==> config.mk <==
export PLATFORM = sky130hd
export DESIGN_NAME = ras_shadow_ctrl_flat
export DESIGN_NICKNAME = d
export VERILOG_FILES = /design/src/rtl/ras_shadow_ctrl_if.sv /design/src/rtl/ras_shadow_ctrl.sv /design/src/flat_wrapper.sv
export SDC_FILE = /design/constraint.sdc
export NUM_CORES = 1
export LEC_CHECK = 0
export BUFFER_PORTS_ARGS = -buffer_cell sky130_fd_sc_hd__buf_2
export CAP_MARGIN = 30
export CORE_ASPECT_RATIO = 0.5
export CORE_MARGIN = 5
export CORE_UTILIZATION = 50
export DETAILED_ROUTE_END_ITERATION = 6
export PLACE_DENSITY = 0.91
export SLEW_MARGIN = 20
export SYNTH_ARGS = -nofsm -noshare
export SYNTH_HDL_FRONTEND = slang
export SYNTH_SLANG_ARGS = --single-unit
==> constraint.sdc <==
create_clock -name clk -period 7.5 [get_ports clk]
set_input_delay 0.375 -clock clk [delete_from_list [all_inputs] [get_ports clk]]
set_output_delay 0.375 -clock clk [all_outputs]
set_load 0.1 [all_outputs]
==> src/rtl/ras_shadow_ctrl_if.sv <==
// Commit-side and shadow-stack-side signal bundle for ras_shadow_ctrl.
// The slave modport is the controller; the master modport is whatever
// drives commit events and models the attached shadow stack.
interface ras_shadow_ctrl_if #(
   parameter int DATA_W = 32
);
   logic              i_valid;
   logic [1:0]        i_type;
   logic [DATA_W-1:0] i_link;
   logic [DATA_W-1:0] i_target;
   logic              o_ready;
   logic              o_push;
   logic [DATA_W-1:0] o_push_data;
   logic              o_pop;
   logic              i_full;
   logic              i_empty;
   logic [DATA_W-1:0] i_top;
   logic              i_clear;
   logic              o_violation;
   logic [1:0]        o_cause;
   logic [DATA_W-1:0] o_bad_target;
   logic [DATA_W-1:0] o_expected;
   logic              o_overflow;

   modport slave (
      input  i_valid, i_type, i_link, i_target,
      output o_ready, o_push, o_push_data, o_pop,
      input  i_full, i_empty, i_top, i_clear,
      output o_violation, o_cause, o_bad_target, o_expected, o_overflow
   );

   modport master (
      output i_valid, i_type, i_link, i_target,
      input  o_ready, o_push, o_push_data, o_pop,
      output i_full, i_empty, i_top, i_clear,
      input  o_violation, o_cause, o_bad_target, o_expected, o_overflow
   );
endinterface

==> src/rtl/ras_shadow_ctrl.sv <==
// Return-address shadow-stack controller.
// Commit events (CALL / RET / CORET) are staged for one cycle, then turned
// into push/pop strobes for an external shadow stack. RET targets are
// compared with the stack top; the first mismatch or underflow is latched
// as a sticky violation, and calls dropped on a full stack set a sticky
// overflow flag. i_clear wipes both.
// Optional build macro SHADOW_STACK_HALT_EN: when defined, commit is stalled
// (o_ready=0) while a violation is pending, until i_clear.
module ras_shadow_ctrl #(
   parameter int DATA_W  = 32,
   parameter int CMP_LSB = 1
) (
   input logic              clk,
   input logic              rst,
   ras_shadow_ctrl_if.slave bus
);

   localparam logic [1:0] T_CALL      = 2'b01;
   localparam logic [1:0] T_RET       = 2'b10;
   localparam logic [1:0] T_CORET     = 2'b11;
   localparam logic [1:0] C_MISMATCH  = 2'b01;
   localparam logic [1:0] C_UNDERFLOW = 2'b10;

   typedef enum logic [1:0] {
      RUN   = 2'd0,
      PUSH2 = 2'd1,
      ALARM = 2'd2
   } state_t;

   state_t            state_q;

   logic              stg_vld_q;
   logic [1:0]        stg_type_q;
   logic [DATA_W-1:0] stg_link_q;
   logic [DATA_W-1:0] stg_target_q;

   logic              viol_q,  viol_d;
   logic [1:0]        cause_q, cause_d;
   logic [DATA_W-1:0] bad_q,   bad_d;
   logic [DATA_W-1:0] exp_q,   exp_d;
   logic              ovf_q,   ovf_d;

   logic              in_push2;
   logic              ret_exec;
   logic              call_exec;
   logic              coret_half;
   logic              push_req;
   logic              ready;
   logic              accept;
   logic              new_viol;
   logic [1:0]        new_cause;

   // Addresses are equal once the CMP_LSB low bits are disregarded.
   function automatic logic addr_match(input logic [DATA_W-1:0] a,
                                       input logic [DATA_W-1:0] b);
      logic [DATA_W-1:0] diff;
      diff = (a ^ b) >> CMP_LSB;
      return (diff == '0);
   endfunction

   // The staged event can only be present outside PUSH2, because o_ready is
   // held low during the CORET pop half; the state test is kept for clarity.
   assign in_push2   = (state_q == PUSH2);
   assign ret_exec   = stg_vld_q && stg_type_q[1] && !in_push2;
   assign call_exec  = stg_vld_q && (stg_type_q == T_CALL) && !in_push2;
   assign coret_half = stg_vld_q && (stg_type_q == T_CORET) && !in_push2;
   assign push_req   = call_exec || in_push2;

`ifdef SHADOW_STACK_HALT_EN
   assign ready = !coret_half && (state_q != ALARM);
`else
   assign ready = !coret_half;
`endif

   assign accept = bus.i_valid && ready;

   // Full/empty are only consulted through push_req/ret_exec, i.e. in the
   // cycle the staged event (or the CORET push half) actually executes.
   assign bus.o_ready       = ready;
   assign bus.o_push        = push_req && !bus.i_full;
   assign bus.o_push_data   = stg_link_q;
   assign bus.o_pop         = ret_exec && !bus.i_empty;
   assign bus.o_violation   = viol_q;
   assign bus.o_cause       = cause_q;
   assign bus.o_bad_target  = bad_q;
   assign bus.o_expected    = exp_q;
   assign bus.o_overflow    = ovf_q;

   // Classify the executing return and work out the next sticky status.
   always_comb begin
      viol_d    = viol_q;
      cause_d   = cause_q;
      bad_d     = bad_q;
      exp_d     = exp_q;
      ovf_d     = ovf_q;
      new_viol  = 1'b0;
      new_cause = 2'b00;

      if (ret_exec) begin
         if (bus.i_empty) begin
            new_viol  = 1'b1;
            new_cause = C_UNDERFLOW;
         end else if (!addr_match(stg_target_q, bus.i_top)) begin
            new_viol  = 1'b1;
            new_cause = C_MISMATCH;
         end
      end

      // Clear wins over anything detected in the same cycle.
      if (bus.i_clear) begin
         viol_d  = 1'b0;
         cause_d = 2'b00;
         bad_d   = '0;
         exp_d   = '0;
         ovf_d   = 1'b0;
      end else begin
         if (new_viol && !viol_q) begin
            viol_d  = 1'b1;
            cause_d = new_cause;
            bad_d   = stg_target_q;
            exp_d   = bus.i_empty ? '0 : bus.i_top;
         end
         if (push_req && bus.i_full) begin
            ovf_d = 1'b1;
         end
      end
   end

   // Control FSM plus registered status outputs.
   always_ff @(posedge clk or posedge rst) begin
      if (rst) begin
         state_q <= RUN;
         viol_q  <= 1'b0;
         cause_q <= 2'b00;
         bad_q   <= '0;
         exp_q   <= '0;
         ovf_q   <= 1'b0;
      end else begin
         viol_q  <= viol_d;
         cause_q <= cause_d;
         bad_q   <= bad_d;
         exp_q   <= exp_d;
         ovf_q   <= ovf_d;
         case (state_q)
            RUN, ALARM: begin
               if (coret_half) begin
                  state_q <= PUSH2;
               end else if (viol_d) begin
                  state_q <= ALARM;
               end else begin
                  state_q <= RUN;
               end
            end
            PUSH2: begin
               state_q <= viol_d ? ALARM : RUN;
            end
            default: begin
               state_q <= RUN;
            end
         endcase
      end
   end

   // Stage occupancy; type 00 is accepted but never occupies the stage.
   always_ff @(posedge clk or posedge rst) begin
      if (rst) begin
         stg_vld_q <= 1'b0;
      end else begin
         stg_vld_q <= accept && (bus.i_type != 2'b00);
      end
   end

   // Stage payload; the link stays put through PUSH2 because o_ready is low
   // in the preceding pop-half cycle.
   always_ff @(posedge clk) begin
      if (accept) begin
         stg_type_q   <= bus.i_type;
         stg_link_q   <= bus.i_link;
         stg_target_q <= bus.i_target;
      end
   end

endmodule

==> src/flat_wrapper.sv <==
// flat-port wrapper written by rule: the top's interface ports become plain ports
module ras_shadow_ctrl_flat 
#(
   parameter int DATA_W  = 32,
   parameter int CMP_LSB = 1
)
  (clk, rst, bus_i_valid, bus_i_type, bus_i_link, bus_i_target, bus_o_ready, bus_o_push, bus_o_push_data, bus_o_pop, bus_i_full, bus_i_empty, bus_i_top, bus_i_clear, bus_o_violation, bus_o_cause, bus_o_bad_target, bus_o_expected, bus_o_overflow);
  ras_shadow_ctrl_if #(.DATA_W(DATA_W)) bus_i ();
  input logic clk;
  input logic rst;
  input wire logic [$bits(bus_i.i_valid)-1:0] bus_i_valid;
  input wire logic [$bits(bus_i.i_type)-1:0] bus_i_type;
  input wire logic [$bits(bus_i.i_link)-1:0] bus_i_link;
  input wire logic [$bits(bus_i.i_target)-1:0] bus_i_target;
  output wire logic [$bits(bus_i.o_ready)-1:0] bus_o_ready;
  output wire logic [$bits(bus_i.o_push)-1:0] bus_o_push;
  output wire logic [$bits(bus_i.o_push_data)-1:0] bus_o_push_data;
  output wire logic [$bits(bus_i.o_pop)-1:0] bus_o_pop;
  input wire logic [$bits(bus_i.i_full)-1:0] bus_i_full;
  input wire logic [$bits(bus_i.i_empty)-1:0] bus_i_empty;
  input wire logic [$bits(bus_i.i_top)-1:0] bus_i_top;
  input wire logic [$bits(bus_i.i_clear)-1:0] bus_i_clear;
  output wire logic [$bits(bus_i.o_violation)-1:0] bus_o_violation;
  output wire logic [$bits(bus_i.o_cause)-1:0] bus_o_cause;
  output wire logic [$bits(bus_i.o_bad_target)-1:0] bus_o_bad_target;
  output wire logic [$bits(bus_i.o_expected)-1:0] bus_o_expected;
  output wire logic [$bits(bus_i.o_overflow)-1:0] bus_o_overflow;
  assign bus_i.i_valid = bus_i_valid;
  assign bus_i.i_type = bus_i_type;
  assign bus_i.i_link = bus_i_link;
  assign bus_i.i_target = bus_i_target;
  assign bus_o_ready = bus_i.o_ready;
  assign bus_o_push = bus_i.o_push;
  assign bus_o_push_data = bus_i.o_push_data;
  assign bus_o_pop = bus_i.o_pop;
  assign bus_i.i_full = bus_i_full;
  assign bus_i.i_empty = bus_i_empty;
  assign bus_i.i_top = bus_i_top;
  assign bus_i.i_clear = bus_i_clear;
  assign bus_o_violation = bus_i.o_violation;
  assign bus_o_cause = bus_i.o_cause;
  assign bus_o_bad_target = bus_i.o_bad_target;
  assign bus_o_expected = bus_i.o_expected;
  assign bus_o_overflow = bus_i.o_overflow;
  ras_shadow_ctrl #(.DATA_W(DATA_W), .CMP_LSB(CMP_LSB)) u_core (.clk(clk), .rst(rst), .bus(bus_i));
endmodule
==> results by group, run 1 <==
STA
  – Setup TNS: 0 ps
  – RSZ-0062 raised after global routing: false
  – Period utilisation layout: roughly 34%
  – Worst slew margin: between 30% and 40%
  – Measured slew at the worst slew-check pin: around 950 ps
  – Max-slew violations: 0
  – Setup Skew: 11.64 ps
  – Setup Viol. Count Final: 0
  – Tmin final: between 2000 and 3000 ps
  – Max frequency: around 400 MHz
  – Final hold violation count: 0
  – Worst setup margin: between 4000 and 5000 ps

Worst setup path
  – Critical path capture point type: flop
  – Arrival time worst endpoint: 2800 ps
  – Req. time, crit path: just under 8000 ps
  – Reg2reg end: u_core.bus.o_cause[0]$_DFFE_PP0P_
  – Setup crit start kind: flop
  – Critical path class: flop to flop
  – Reg2reg path depth: 6
  – Worst reg-to-reg setup slack: between 4000 and 5000 ps
  – Critical path fanouts, max: 30
  – Reg-to-reg startpoint: u_core.stg_target_q[25]$_DFFE_PP_

Routing
  – Routed WL per cell: about 18 µm
  – Antenna Nets Post-Route: 0
  – Routed vias/inst: about 5.0
  – Vias after detailed routing: 4038
  – Residual DRC count: 0
  – Total wire length: about 15 mm
  – DR pass1 iterations: 7
  – Iter 0 DRT Violations: between 200 and 250

Min path
  – Hold path cells: 1
  – Hold EP: u_core.bus.o_push_data[21]$_DFFE_PP_
  – HP Start: bus_i_link[21]
  – Hold Crit Class: primary input to flop

Die
  – I/O pin count: a little over 200
  – Die W: approximately 160 µm
  – Die area: roughly 0.014 mm²
  – Die Span Y: between 80 and 90 µm
  – Starting Density: between 50% and 60%
  – Placement row count: 28
  – Core area: about 0.012 mm²

Clocking
  – CTS Buffer Depth: 2
  – Post-CTS Setup Inserts: 0
  – Worst-Skew Late Latency: around 400 ps
  – Sink Count: 137
  – Clock Root Buffer: clkbuf_16
  – CTS tree: done
  – CTS H-Tree Depth: 4
  – Num CTS Buffers: 17
  – Clk pin slew, worst setup/hold paths: around 60 ps

Placed design
  – Port Buffer Count: about 210
  – Detailed Place HPWL: roughly 10 mm
  – Gpl congestion: just under 0.8
  – Post-Place Worst Slack: around 5000 ps

Power and ir drop
  – Switch share: roughly 30%
  – Cell leakage power: between 3 and 4 nW
  – VDD IR max: approximately 0.16 mV
  – Internal Power: 1.386 mW
  – Pwr dens: about 260 mW/mm²
  – Comb power frac: 17.6%
  – Tot Pwr: just under 2 mW
  – Psw: ~0.58 mW
  – Clock power share: just under 40%
  – Flop pwr share: 43.2%

Layout
  – Share of cells above drive strength 1: around 43%
  – Layout overhead on the synthesized area: 29.68%
  – Ant. Diodes: 0
  – Layout fillers: around 900
  – Final Net Count: about 730

Flow run
  – Max-Cap Viols: 0

Synth
  – Mapped Cells: 421
  – EDFF count, synth: 66
  – Count of different cell masters after synthesis: 25
  – Synth async-reset ratio: about half
  – Syn_area_per_cell: 14.02 µm²
  – Syn nets: 525
  – Post-synthesis register bit count: roughly 140
  – Ys flop type: dfrtp_1
  – Warnings, synthesis: 0
  – Register area share after synthesis: 63.68%
  – Post-synth design cell area: 0.005902 mm²

Global route
  – Total Routing Usage GR: 21.38%
  – Congestion Overflow GR: 0
  – Pin count of the biggest net entering global routing: 135
  – First-pass GRT wire length: 23.30 mm
  – Vias in the first global route: approximately 4.4k
  – Initial antenna violation count: 0

Run status
  – Run status: finished clean
==> flip-flops by register name, indices dropped and copies added, names as in the netlist <==
register	flops
u_core.bus.o_bad_target	32
u_core.bus.o_expected	32
u_core.bus.o_push_data	32
u_core.stg_target_q	32
u_core.bus.o_cause	2
u_core.state_q	2
u_core.stg_type_q	2
u_core.bus.o_overflow	1
u_core.bus.o_violation	1
u_core.stg_vld_q	1
==> layout by cell type (no fill, tap or decap), types with 4 or more instances in the layout <==
master       n
buf_2      206
mux2i_1     65
clkinv_2     5
nand2b_1    98
edfxtp_1    66
dfrtp_1     71
clkbuf_1     5
or3b_2      31
a21oi_1      5
xnor2_1     28
buf_4        4
nand2_1      5
nand4_1      7
clkbuf_16   17
==> worst max-delay path: stages, from the launching register on <==
cell and delay [ps]:
edfxtp_1 420, xnor2_1 320, nand4_1 150, nor4_1 700, a21oi_4 120, buf_4 320, mux2_1 360
==> Yosys cell counts, types with 2 or more instances <==
cell / n / share of area (%)
mux2i_1: 65 / 11
nand2b_1: 98 / 10
inv_1: 2 / 0.13
or3b_2: 31 / 4.6
nand3b_1: 2 / 0.25
nor2b_1: 2 / 0.21
xnor2_1: 28 / 4.2
edfxtp_1: 66 / 34
nand2_1: 5 / 0.32
nor2_1: 3 / 0.19
dfrtp_1: 71 / 30
nand4_1: 7 / 0.74
buf_2: 2 / 0.17
buf_6: 5 / 0.95
clkbuf_1: 17 / 1.1
a21oi_1: 6 / 0.51
xor2_1: 3 / 0.45
==> worst max-delay path by stage <==
stage / from / end
2_1_floorplan: u_core.state_q[1]$_DFF_PP0_ / u_core.bus.o_push_data[0]$_DFFE_PP_
3_3_place_gp: bus_i_empty / u_core.bus.o_cause[0]$_DFFE_PP0P_
3_5_place_dp: bus_i_empty / u_core.bus.o_cause[0]$_DFFE_PP0P_
4_1_cts: u_core.stg_target_q[25]$_DFFE_PP_ / u_core.bus.o_cause[0]$_DFFE_PP0P_
5_1_grt: u_core.stg_target_q[25]$_DFFE_PP_ / u_core.bus.o_cause[0]$_DFFE_PP0P_
6_report: u_core.stg_target_q[25]$_DFFE_PP_ / u_core.bus.o_cause[0]$_DFFE_PP0P_
==> through the flow <==
stage / hold slack, ps / utilization, % / instances / instance area [µm²]
floorplan: 427.0 / - / 421 / 5902
CTS: 132.5 / 65.11 / 804 / 7596
detailed placement: 446.0 / 60.46 / 772 / 7053
global route: 123.9 / 65.60 / 807 / 7654
global placement: 438.7 / 60.46 / 772 / 7053
finish: 141.6 / 65.60 / 807 / 7654
==> power groups by stage <==
stage	logic [mW]	registers, mW	clock network [mW]
2_1_floorplan	0.0921	1.03	0
3_3_place_gp	0.339	0.863	0
3_5_place_dp	0.343	0.865	0
4_1_cts	0.344	0.851	0.780
5_1_grt	0.362	0.855	0.824
6_report	0.346	0.851	0.773
==> repair_timing <==
item,in CTS,in global routing
resized for setup,0,0
hold endpoints to repair,0,2
hold buffers,0,1
==> per-layer routing <==
| metal | GRT usage (%) | up-vias | wire, µm |
|---|---|---|---|
| met5 | 0 | - | 0 |
| met4 | 7.686 | 0 | 314 |
| met3 | 6.318 | 26 | 1125 |
| met2 | 35.57 | 154 | 7462 |
| met1 | 26.98 | 1996 | 6017 |
| li1 | - | 1862 | - |
==> area by class of cell <==
type	count	area, µm²	share of cell area, %
flip-flops and latches	137	3759	49.11
multi-input cells	258	2019	26.39
repair buffers	213	1119	14.61
clock buffers	24	471.7	6.163
well taps	165	206.4	2.697
clock inverters	8	71.32	0.9318
inverters	2	7.507	0.09809
==> logic make-up after synthesis <==
kind of cell / share of synthesized area (%)
and+or+nand+nor: 17.36
DFF: 63.68
muxes: 11.21
xor gates and xnor gates: 4.601
buffers and inverters: 2.332
AOI/OAI and AO/OA: 0.8057
Note: power is estimated with default switching activity, not from simulation.
==> inputs of run 2 (changes only) <==
--- a/config.mk
+++ b/config.mk
@@ -9,9 +9,9 @@
 export CAP_MARGIN = 30
 export CORE_ASPECT_RATIO = 0.5
 export CORE_MARGIN = 5
-export CORE_UTILIZATION = 50
+export CORE_UTILIZATION = 45
 export DETAILED_ROUTE_END_ITERATION = 6
-export PLACE_DENSITY = 0.91
+export PLACE_DENSITY = 0.87
 export SLEW_MARGIN = 20
 export SYNTH_ARGS = -nofsm -noshare
 export SYNTH_HDL_FRONTEND = slang
==> constraint.sdc (replaced) <==
create_clock -name clk -period 2 [get_ports clk]
set_input_delay 0.1 -clock clk [delete_from_list [all_inputs] [get_ports clk]]
set_output_delay 0.1 -clock clk [all_outputs]
set_load 0.1 [all_outputs]
==> results by group, run 2 (same netlist as run 1, synthesis figures left out) <==
Run status
  – Run status: finished with violations
  – Failing checks: negative setup slack

Worst setup path
  – Crit-path cells: xor2_1 > or4_4 > nor4_4 > a21oi_4 > buf_12 > mux2i_1
  – Arrival time worst endpoint: about 2400 ps
  – CP max-delay cell: or4_4
  – Critical path fanouts, max: 21
  – Worst reg-to-reg setup slack: -40 ps
  – Req. time, crit path: 2320 ps
  – Reg2reg path depth: 6
  – Critical path capture point type: flop
  – CP peak stage delay: 500 ps
  – Reg-to-reg startpoint: u_core.stg_target_q[24]$_DFFE_PP_
  – Critical path buffer and inverter count: 1
  – Critical path class: flop to flop
  – Reg2reg end: u_core.bus.o_cause[1]$_DFFE_PP0P_
  – Critical path's top delay family: simple AND/OR/NAND/NOR gates
  – Setup crit start kind: flop

Clocking
  – Worst-Skew Late Latency: around 410 ps
  – CTS H-Tree Depth: 4
  – Clk pin slew, worst setup/hold paths: 60 ps
  – CTS Buffer Depth: 2
  – CTS tree: done
  – Num CTS Buffers: 17
  – Clock Root Buffer: clkbuf_16
  – Sink Count: 137

Routing
  – DR pass1 iterations: 4
  – Routed vias/inst: ~4.9
  – Vias after detailed routing: ~4.4k
  – Total wire length: between 15 and 20 mm
  – Antenna Nets Post-Route: 0
  – Iter 0 DRT Violations: 350
  – Residual DRC count: 0
  – Routed WL per cell: roughly 18 µm

Min path
  – Hold EP: u_core.bus.o_expected[23]$_DFFE_PP0P_
  – HP Start: bus_i_top[23]
  – Hold Crit Class: primary input to flop
  – Hold path cells: 3

STA
  – Worst slew margin: 52.55%
  – Max-slew violations: 0
  – Hold_ws: just over 80 ps
  – Final hold violation count: 0
  – Setup Viol. Count Final: 40
  – Measured slew at the worst slew-check pin: 711.7 ps
  – Worst setup margin: -36.45 ps
  – Setup TNS: -498.9 ps
  – RSZ-0062 raised after global routing: true
  – Tmin final: 2036 ps
  – Period utilisation layout: 101.8%
  – Setup Skew: 10.51 ps
  – Max frequency: between 400 and 500 MHz

Global route
  – Pin count of the biggest net entering global routing: about 70
  – Vias in the first global route: between 4k and 5k
  – Congestion Overflow GR: 0
  – First-pass GRT wire length: 25.00 mm
  – Initial antenna violation count: 0
  – Total Routing Usage GR: between 20 and 25%

Layout
  – Ant. Diodes: 0
  – Layout overhead on the synthesized area: 45.20%
  – Most frequent cells in the layout: buf_2, nand2b_1, dfrtp_1, dlygate4sd3_1, edfxtp_1
  – Final Net Count: 810
  – Most common cell after layout, fill and taps aside: buf_2
  – Share of cells above drive strength 1: 40.06%

Placed design
  – Gpl congestion: between 0.8 and 0.9
  – Port Buffer Count: 206
  – Detailed Place HPWL: approximately 11 mm

Die
  – Die W: 172.0 µm
  – Placement row count: 29
  – I/O pin count: between 200 and 250
  – Core area: 0.01274 mm²
  – Die area: 0.01564 mm²
  – Starting Density: between 40% and 50%
  – Die Span Y: between 90 and 100 µm

Power and ir drop
  – Psw: 2.226 mW
  – Pwr dens: just over 900 mW/mm²
  – Internal Power: approximately 5.6 mW
  – VDD IR max: about 0.53 mV
  – Switch share: approximately 29%
  – Flop pwr share: a little over 40%
  – Comb power frac: 18.7%
  – Cell leakage power: around 3.8 nW
  – Clock power share: 40.3%

Flow run
  – Max-Cap Viols: 0
run 2: layout make-up:
class,instances,area [µm²]
timing repair buffer,290,1942
tap,170,212.7
multi-input combinational,258,2061
fill,882,4167
clock buffer,22,464.2
inverter,2,7.507
clock inverter,10,123.9
sequential,137,3759
run 2: power by group through the flow:
stage	Clock (mW)	Combinational [mW]	Sequential, mW
finish	3.14	1.46	3.19
CTS	3.18	1.45	3.19
detailed placement	0	1.33	3.24
floorplan	0	0.349	3.87
global placement	0	1.32	3.23
global route	3.32	1.52	3.20
run 2: repair_timing:
item                       4_1_cts  5_1_grt
hold endpoints to repair       140        0
gates cloned                     0        1
resized for setup                3        2
hold buffers                    69        0
setup buffers                    1        1
setup endpoints to repair       67       66
run 2: worst min-delay path, cell delays in order:
cell	delay (ps)
buf_2	110
or3b_2	180
mux2i_1	60
run 2: per-layer routing:
layer	share of wire (%)	GRT usage [%]	wire, µm	vias to the layer above
met2	52	35.75	8442	140
li1	-	-	-	2034
met1	39	24.55	6328	2154
met5	0	0	0	-
met3	6.6	6.247	1074	29
met4	2.1	6.606	338	0
run 2: worst max path at each step:
stage	start	endpoint	slack, ps	cells past startpoint
after floorplan	u_core.state_q[1]$_DFF_PP0_	u_core.bus.o_push_data[0]$_DFFE_PP_	-60	4
after global placement	u_core.stg_target_q[4]$_DFFE_PP_	u_core.bus.o_bad_target[24]$_DFFE_PP0P_	20	6
after detailed placement	u_core.stg_target_q[4]$_DFFE_PP_	u_core.bus.o_bad_target[10]$_DFFE_PP0P_	-90	6
after CTS	u_core.stg_target_q[24]$_DFFE_PP_	u_core.bus.o_bad_target[0]$_DFFE_PP0P_	-7	6
after global routing	u_core.stg_target_q[24]$_DFFE_PP_	u_core.bus.o_bad_target[27]$_DFFE_PP0P_	-80	6
final	u_core.stg_target_q[24]$_DFFE_PP_	u_core.bus.o_cause[1]$_DFFE_PP0P_	-40	6
run 2: per-stage QoR:
stage / cells / util, % / area [µm²] / total power, mW / worst slack (ps)
after floorplan: 421 / - / 5918 / 4.224 / -56.46
after global placement: 785 / 56.70 / 7221 / 4.552 / 19.03
after detailed placement: 785 / 56.70 / 7221 / 4.570 / -92.87
after CTS: 887 / 66.91 / 8522 / 7.813 / -7.423
after global routing: 889 / 67.29 / 8569 / 8.042 / -82.50
final: 889 / 67.29 / 8569 / 7.782 / -36.45
